### config.mk
export PLATFORM = sky130hd
export DESIGN_NAME = fitness_eval_ctrl
export DESIGN_NICKNAME = d
export VERILOG_FILES = /design/src/rtl/fitness_eval_ctrl_pkg.sv /design/src/rtl/fitness_eval_ctrl_match_popcount.sv /design/src/rtl/fitness_eval_ctrl.sv
export SDC_FILE = /design/constraint.sdc
export NUM_CORES = 1
export LEC_CHECK = 0
export ABC_CLOCK_PERIOD_IN_PS = 2750
export BUFFER_PORTS_ARGS = -buffer_cell sky130_fd_sc_hd__buf_2
export CAP_MARGIN = 40
export CORE_UTILIZATION = 46
export DETAILED_ROUTE_END_ITERATION = 16
export PLACE_DENSITY = 0.75
export SKIP_CTS_REPAIR_TIMING = 1
export SLEW_MARGIN = 20
export SYNTH_ARGS = -nofsm -noshare
export SYNTH_HDL_FRONTEND = slang
export SYNTH_SLANG_ARGS = --single-unit
### constraint.sdc
create_clock -name clk -period 2.75 [get_ports clk]
set_input_delay 0.55 -clock clk [delete_from_list [all_inputs] [get_ports clk]]
set_output_delay 0.55 -clock clk [all_outputs]
set_load 0.1 [all_outputs]
### src/rtl/fitness_eval_ctrl_pkg.sv
`default_nettype none
// ============================================================================
// Module   : fitness_eval_ctrl_pkg
// Brief    : Shared parameters, chromosome field widths and FSM state
//            encoding for the fitness evaluation controller.
// Revision : 1.0 - initial release
// ============================================================================
package fitness_eval_ctrl_pkg;

  // Default phenotype geometry
  localparam int IN_DEFAULT  = 4;
  localparam int OUT_DEFAULT = 2;

  // Chromosome field widths
  localparam int BITS_MAT  = 16;
  localparam int BITS_ELEM = 4;
  localparam int BITS_MUX  = 2;

  localparam int CHROM_W_DEFAULT = BITS_MAT + BITS_ELEM * OUT_DEFAULT + BITS_MUX;

  // Fitness width: must hold the value OUT*2^IN inclusive
  function automatic int fit_w(input int in_w, input int out_w);
    return $clog2(out_w * (1 << in_w) + 1);
  endfunction

  // Controller states
  typedef enum logic [1:0] {
    IDLE = 2'd0,
    EVAL = 2'd1,
    DONE = 2'd2
  } state_t;

endpackage
`default_nettype wire

### src/rtl/fitness_eval_ctrl_match_popcount.sv
`default_nettype none
// ============================================================================
// Module   : match_popcount
// Brief    : Counts how many bits of a phenotype response row agree with the
//            target row (popcount of the XNOR). Purely combinational.
// Revision : 1.0 - initial release
// ============================================================================
module match_popcount #(
  parameter  int OUT = 2,
  localparam int CW  = $clog2(OUT + 1)
) (
  input  logic [OUT-1:0] resp,
  input  logic [OUT-1:0] target,
  output logic [CW-1:0]  count
);

  logic [OUT-1:0] eq;

  assign eq = ~(resp ^ target);

  // Sum the agreeing bit positions
  always_comb begin
    count = '0;
    for (int i = 0; i < OUT; i++) begin
      count = count + CW'(eq[i]);
    end
  end

endmodule
`default_nettype wire

### src/rtl/fitness_eval_ctrl.sv
`default_nettype none
// ============================================================================
// Module   : fitness_eval_ctrl
// Brief    : Sweeps every input vector of an external phenotype, compares each
//            response row against a target truth table and reports the number
//            of matching output bits as the chromosome's fitness.
// Revision : 1.0 - initial release
// ============================================================================
module fitness_eval_ctrl
  import fitness_eval_ctrl_pkg::*;
#(
  parameter  int IN      = IN_DEFAULT,
  parameter  int OUT     = OUT_DEFAULT,
  parameter  int CHROM_W = BITS_MAT + BITS_ELEM * OUT + BITS_MUX,
  localparam int FIT_W   = fit_w(IN, OUT)
) (
  input  logic                    clk,
  input  logic                    rst,
  input  logic                    start,
  input  logic                    abort,
  input  logic [CHROM_W-1:0]      chrom_in,
  input  logic [OUT*(1<<IN)-1:0]  alvo_in,
  output logic [CHROM_W-1:0]      phen_chrom,
  output logic [IN-1:0]           phen_inp,
  input  logic [OUT-1:0]          phen_out,
  output logic                    busy,
  output logic                    done,
  output logic [FIT_W-1:0]        fitness,
  output logic                    perfect
);

  localparam int              ROWS    = 1 << IN;
  localparam int              MW      = $clog2(OUT + 1);
  localparam logic [IN-1:0]   V_LAST  = {IN{1'b1}};
  localparam logic [FIT_W-1:0] FIT_MAX = FIT_W'(OUT * ROWS);

  state_t                 state;
  logic [OUT*ROWS-1:0]    alvo;
  logic [IN-1:0]          v;
  logic [FIT_W-1:0]       acc;
  logic [OUT-1:0]         target;
  logic [MW-1:0]          match;
  logic [FIT_W-1:0]       sum;

  // Target row for the vector currently presented to the phenotype
  assign target = alvo[v*OUT +: OUT];

  match_popcount #(
    .OUT (OUT)
  ) u_match (
    .resp   (phen_out),
    .target (target),
    .count  (match)
  );

  assign sum = acc + FIT_W'(match);

  // Only drive the sweep index while evaluating so the phenotype sees 0 at rest
  assign phen_inp = (state == EVAL) ? v : '0;

  // Evaluation FSM: load on start, accumulate one row per cycle, publish result
  always_ff @(posedge clk or posedge rst) begin
    if (rst) begin
      state      <= IDLE;
      busy       <= 1'b0;
      done       <= 1'b0;
      fitness    <= '0;
      perfect    <= 1'b0;
      phen_chrom <= '0;
      alvo       <= '0;
      v          <= '0;
      acc        <= '0;
    end else begin
      done <= 1'b0;
      case (state)
        IDLE: begin
          if (start) begin
            phen_chrom <= chrom_in;
            alvo       <= alvo_in;
            v          <= '0;
            acc        <= '0;
            busy       <= 1'b1;
            state      <= EVAL;
          end
        end
        EVAL: begin
          if (abort) begin
            // Drop the partial result; previously published fitness stays
            busy  <= 1'b0;
            state <= IDLE;
          end else if (v == V_LAST) begin
            fitness <= sum;
            perfect <= (sum == FIT_MAX);
            busy    <= 1'b0;
            done    <= 1'b1;
            state   <= DONE;
          end else begin
            acc <= sum;
            v   <= v + 1'b1;
          end
        end
        DONE: begin
          state <= IDLE;
        end
        default: begin
          state <= IDLE;
        end
      endcase
    end
  end

endmodule
`default_nettype wire

==> Word-level counts from Yosys, hierarchy flattened <==
Cells that the tools add are included.
{ "classes": {"addsub": 3, "eq_ne": 7, "shifts": 1, "muxes": 20, "n_bitwise": 3, "n_reduce_logical": 7} }
{ "op_table": {"columns": ["operator", "count"], "rows": [
  ["32-bit by 6-bit variable part select with 2-bit output", 1],
  ["6-bit two-way mux", 3],
  ["4-bit two-way mux", 4],
  ["6-bit case mux with 2 select lines", 1],
  ["4-bit case mux with 2 select lines", 1],
  ["6-bit by 2-bit adder with 6-bit output", 1],
  ["6-bit == test, second input constant", 1],
  ["1-bit two-way mux", 6],
  ["2-bit two-way mux", 3],
  ["2-bit != test, second input constant", 3],
  ["3-bit AND reduction", 2],
  ["4-bit by 1-bit adder with 4-bit output, second input constant", 1],
  ["4-bit == test, second input constant", 1],
  ["2-bit case mux with 2 select lines", 1],
  ["2-bit AND reduction", 2],
  ["4-bit AND reduction", 1],
  ["3-bit by 2-bit != test with 1-bit output, second input constant", 1],
  ["1-bit by 1-bit adder with 2-bit output", 1],
  ["2-bit by 1-bit == test with 1-bit output, second input constant", 1],
  ["2-bit zero test", 1],
  ["2-bit inverter", 1],
  ["1-bit case mux with 2 select lines", 1],
  ["2-bit nonzero test", 1],
  ["2-bit bitwise XOR", 1],
  ["1-bit inverter", 1]
]} }
{ "word_totals": {"reg_bits": 79, "in_bits": 64, "output_inout_bits": 39, "elab_cells": 50} }

==> Longest topological paths before layout <==
{ "depth": {"word_depth": 8, "ltp_mapped": 12} }

==> Hierarchy <==
From an unflattened synthesis, not the netlist that was laid out.
{ "unflattened": {"hier_cells": 372, "hier_area_um2": 3500.9} }
{ "modules_own_cells": {"columns": ["mod", "n_inst", "cells_per_inst", "area_per_inst_um2", "seq_area_each_um2"], "rows": [
  ["fitness_eval_ctrl", 1, 369, 3470.8, 1976.9],
  ["match_popcount", 1, 3, 30.0, 0.0]
]} }

==> Worst setup path before layout <==
Ideal clock, no wire load.
{ "synth_timing": {"path_type": "register -> register", "from": "register v[2]", "to": "register acc[4]", "setup_ns": 0.118, "arrival_ns": 2.832, "setup_slack_ns": -0.200, "path_stages_with_launch": 12, "n_path_buf": 2, "synth_period_minus_slack_ns": 2.950, "path_cell_list": "dfrtp_1 > buf_6 > buf_8 > mux4_2 > mux4_2 > xor2_1 > fa_1 > inv_1 > ha_1 > and3_1 > o21ai_0 > a21o_1"} }
{ "synth_via": {"elab_chain_cells": 8, "elab_cells_between_ends": 11, "classes_between": "add/sub: 2; eq/ne: 2; shift: 1; mux: 3; bitwise: 2; reduce/logical: 1"} }
{ "synth_rtl": {"columns": ["element", "line", "text"], "rows": [
  ["from (decl)", "fitness_eval_ctrl.sv:39", "logic [IN-1:0] v;"],
  ["from (signal assigned)", "fitness_eval_ctrl.sv:99", "v <= v + 1'b1;"],
  ["32-bit by 6-bit variable part select with 2-bit output", "fitness_eval_ctrl.sv:46", "assign target = alvo[v*OUT +: OUT];"],
  ["2-bit bitwise XOR", "fitness_eval_ctrl_match_popcount.sv:19", "assign eq = ~(resp ^ target);"],
  ["2-bit inverter", "fitness_eval_ctrl_match_popcount.sv:19", null],
  ["1-bit by 1-bit adder with 2-bit output", "fitness_eval_ctrl_match_popcount.sv:25", "count = count + CW'(eq[i]);"],
  ["6-bit by 2-bit adder with 6-bit output", "fitness_eval_ctrl.sv:56", "assign sum = acc + FIT_W'(match);"],
  ["6-bit two-way mux", "fitness_eval_ctrl.sv:91", "end else if (v == V_LAST) begin"],
  ["6-bit two-way mux", "fitness_eval_ctrl.sv:87", "if (abort) begin"],
  ["6-bit case mux with 2 select lines", "fitness_eval_ctrl.sv:75", "case (state)"],
  ["to (signal assigned)", "fitness_eval_ctrl.sv:98", "acc <= sum;"],
  ["to (decl)", "fitness_eval_ctrl.sv:40", "logic [FIT_W-1:0] acc;"]
]} }
Parallel ways exist; a longest one is shown, timed or not. The select of a mux whose other input is x is not followed.
A chain may end at the register's enable or synchronous reset.

==> Worst setup path after layout <==
{ "layout_timing": {"from": "register v[2]", "to": "register perfect"} }
{ "layout_via": {"elab_chain_cells": 6, "elab_cells_between_ends": 8, "classes_between": "add/sub: 2; eq/ne: 2; shift: 1; bitwise: 2; reduce/logical: 1"} }
{ "layout_rtl": {"columns": ["element", "line", "text"], "rows": [
  ["32-bit by 6-bit variable part select with 2-bit output", "fitness_eval_ctrl.sv:46", null],
  ["2-bit bitwise XOR", "fitness_eval_ctrl_match_popcount.sv:19", null],
  ["2-bit inverter", "fitness_eval_ctrl_match_popcount.sv:19", null],
  ["1-bit by 1-bit adder with 2-bit output", "fitness_eval_ctrl_match_popcount.sv:25", null],
  ["6-bit by 2-bit adder with 6-bit output", "fitness_eval_ctrl.sv:56", null],
  ["6-bit == test", "fitness_eval_ctrl.sv:93", "perfect <= (sum == FIT_MAX);"],
  ["to (signal assigned)", "fitness_eval_ctrl.sv:93", null],
  ["to (decl)", "fitness_eval_ctrl.sv:29", "output logic perfect"]
]} }
Parallel ways exist; a longest one is shown, timed or not.

==> impl_metrics.yaml <==
cells_and_area:
  post-route-util_pct: 60.12
  diodes: 0
  stdcell_area_mm2: 0.004360
  area_delta_synth_final_pct: 26.09
  drive_gt1_share_pct: 32.69
  fin_nets: 530
  fillers: 638
synth:
  async_flop_share_pct: 100.0
  synth_area_leaders: "dfrtp_1 (57%), nand2_1 (20%), mux4_2 (3.9%), mux4_1 (3.0%), o21ai_0 (2.2%)"
  netlist_area_mm2: 0.003458
  synth_edf_count: 0
  ys_top_cells_by_count: "nand2_1 (181), dfrtp_1 (79), clkbuf_1 (18)"
  yosysMostFrequentCell: "nand2_1"
  avgSynthCellArea_um2: 9.553
  yosysTopAreaCell: "dfrtp_1"
  ys_ff_latch: 79
  synth.top_cell.area_share_pct: 57.16
  syn-num-nets: 429
  ys.flop_type: "dfrtp_1"
  synthCells: 362
  yosys_warnings: 0
  ys_seq_area_share_pct: 57.16
  post_synth_num_cell_types: 34
run:
  cap_violations: 0
critical_path:
  cpMostUsedCell: "mux4_2"
  r2r_end: "perfect"
  critical_path.endpoint_type: "flop"
  worstPathRequired_ns: 3.00
  critPathKind: "flop to flop"
  crit_arrival_ns: 3.17
  cp_slowest_cell: "mux4_2"
  r2r_cells: 9
  worst-path-max-fanout: 8
  crit_start: "v[2]"
  critPathMaxStageDelay_ns: 0.51
  start_kind: "flop"
  r2r-start: "v[2]"
  reg2reg_slack_ns: -0.18
  crit_chain: "buf_12 -> mux4_2 -> mux4_2 -> xor2_2 -> fa_2 -> nand3b_1 -> xor2_1 -> nand4_1 -> o31ai_2"
timing:
  tightest_slew_ns: 0.7651
  finalCritPeriodShare_pct: 106.4
  hold_slack_ns: 0.2403
  fin_ws_ns: -0.1758
  drv_slew: 0
  fmax_ghz: 0.3418
  setup_viol: 9
  period_needed_ns: 2.926
  hold_viol: 0
  rsz0062_at_grt: "true"
  skew_ns: 0.006566
  relSlewSlack_pct: 48.77
die:
  placementRows: 31
  die_h_um: 88.71
  dieWidth_um: 88.71
  die_area_mm2: 0.007869
  ios: 103
  start_util_pct: 47.68
  coreArea_mm2: 0.007253
drt:
  num_vias: 2718
  vias_per_cell: 4.794
  wl_per_cell_um: 12.79
  drt_wl_total_um: 7254
  ant_nets: 0
  drt_iter0_markers: 156
  first_pass_iters: 4
  drcViolationCount: 0
clocking:
  htreeDepth: 3
  cts_num_sinks: 79
  clock_latency_ns: 0.34
  ctsLongestPathBuffers: 2
  cts_tree: "done"
  cts_buffers: 9
  cts-root-buf: "clkbuf_8"
  path_clk_slew_ns: 0.08
status:
  status: "finished, violations left"
  failed_checks: "setup timing"
grt:
  grt_max_degree: 63
  antenna_found_initial: 0
  grt_first_pass_wirelength_um: 11830
  grt_pass1_vias: 2597
  track_usage_pct: 19.96
  grt.overflow.total: 0
power_and_ir_drop:
  pwr-share-comb_pct: 37.5
  power_mw: 3.852
  power_density_mw_per_mm2: 883.3
  ir_drop_mv: 0.4035
  seqPwrFrac_pct: 39.0
  p_leak_nw: 2.365
  switching_power_mw: 1.592
  p_int_mw: 2.260
  p_clk_share_pct: 23.6
  switching_share_pct: 41.32
placement:
  dp_hpwl_um: 5302
  place.gp.congestion: 0.7833
  placed_cell_area_mm2: 0.004113
  pre_cts_ws_ns: -0.2120
  io_buffers: 102
worst_hold_path:
  hold_path_class: "input pin to asynchronous set/reset pin"
## cell families after synthesis
group                      Yosys count  share of synthesized area [%]
muxes                               11                          7.236
AOI/OAI and AO/OA                   22                          3.726
and+or+nand+nor                    211                          24.93
DFF                                 79                          57.16
xor gates and xnor gates             8                          2.026
adders and majority gates            3                          1.302
buffers and inverters               28                          3.618
## how the worst max path moves through the flow
stage / end / slack, ns
finish: perfect / -0.18
global route: perfect / -0.26
CTS: perfect / -0.24
detailed placement: perfect / -0.21
global placement: acc[4] / -0.11
floorplan: acc[4] / -0.07
## registers in the layout, summed over array words and instances (netlist names)
signal and flops:
perfect 1, v 4, state 2, phen_chrom 26, fitness 6, done 1, acc 6, busy 1
alvo 32
## per-stage QoR
step / TNS [ns] / cells
floorplan: -0.1026 / 362
global placement: -0.3481 / 551
detailed placement: -0.9795 / 551
CTS: -1.150 / 567
global route: -1.670 / 567
finish: -0.7694 / 567
## layer usage
| metal | global-route usage [%] | share of wire [%] | vias to the layer above | wire length (µm) |
|---|---|---|---|---|
| met2 | 32.80 | 47 | 76 | 3389 |
| li1 | - | - | 1351 | - |
| met3 | 3.918 | 5.5 | 9 | 401 |
| met4 | 7.478 | 1.3 | 0 | 94 |
| met1 | 26.35 | 46 | 1282 | 3369 |
| met5 | 0 | 0 | - | 0 |
## worst max-delay path: cells and delay by family (launching register included)
family / cells / cell delay, ns
XOR/XNOR: 2 / 0.37
multiplexers: 2 / 1.00
AND/OR/NAND/NOR: 2 / 0.33
buffers and inverters: 1 / 0.14
flip-flops: 1 / 0.40
AO/OA/AOI/OAI: 1 / 0.19
adder cells (fa/ha/maj): 1 / 0.39
## area by class of cell
| class | count | area, µm² | share of cell area [%] |
|---|---|---|---|
| Timing Repair Buffer | 111 | 606.8 | 13.92 |
| Inverter | 7 | 27.53 | 0.6313 |
| Tap cell | 99 | 123.9 | 2.841 |
| Sequential cell | 79 | 1977 | 45.34 |
| Clock buffer | 9 | 123.9 | 2.841 |
| Clock inverter | 7 | 87.58 | 2.009 |
| Multi-Input combinational cell | 255 | 1414 | 32.42 |
## cell usage in the layout (no fill, tap or decap), types with 2 or more instances in the layout
cell type | Yosys | final
nand2_1 | 181 | 181
buf_2 | 1 | 102
dfrtp_1 | 79 | 79
o21ai_0 | 15 | 10
clkbuf_8 | 0 | 9
mux4_2 | 6 | 8
nand3_1 | 7 | 7
buf_4 | 0 | 6
clkinv_2 | 0 | 5
o21ai_1 | 1 | 4
inv_1 | 7 | 4
and2_1 | 3 | 3
xnor2_1 | 4 | 3
nor3b_2 | 0 | 2
or3b_2 | 2 | 2
nand2b_1 | 2 | 2
inv_2 | 0 | 2
o21ai_2 | 0 | 2
a21o_1 | 2 | 2
xor2_1 | 4 | 2
nor2b_1 | 2 | 2
mux4_1 | 4 | 2
xor2_2 | 0 | 2
nor2_1 | 2 | 2
nand4_1 | 2 | 2
nor3_1 | 2 | 2
bufinv_16 | 0 | 2
buf_12 | 0 | 2
## power by group through the flow
stage	clock (mW)	combinational (mW)	sequential, mW
after global routing	0.981	1.55	1.53
after floorplan	0	0.552	2.08
after CTS	0.936	1.43	1.50
final	0.908	1.44	1.50
after global placement	0	1.39	1.51
after detailed placement	0	1.42	1.52
No activity file was read; power rests on OpenSTA's default activity.
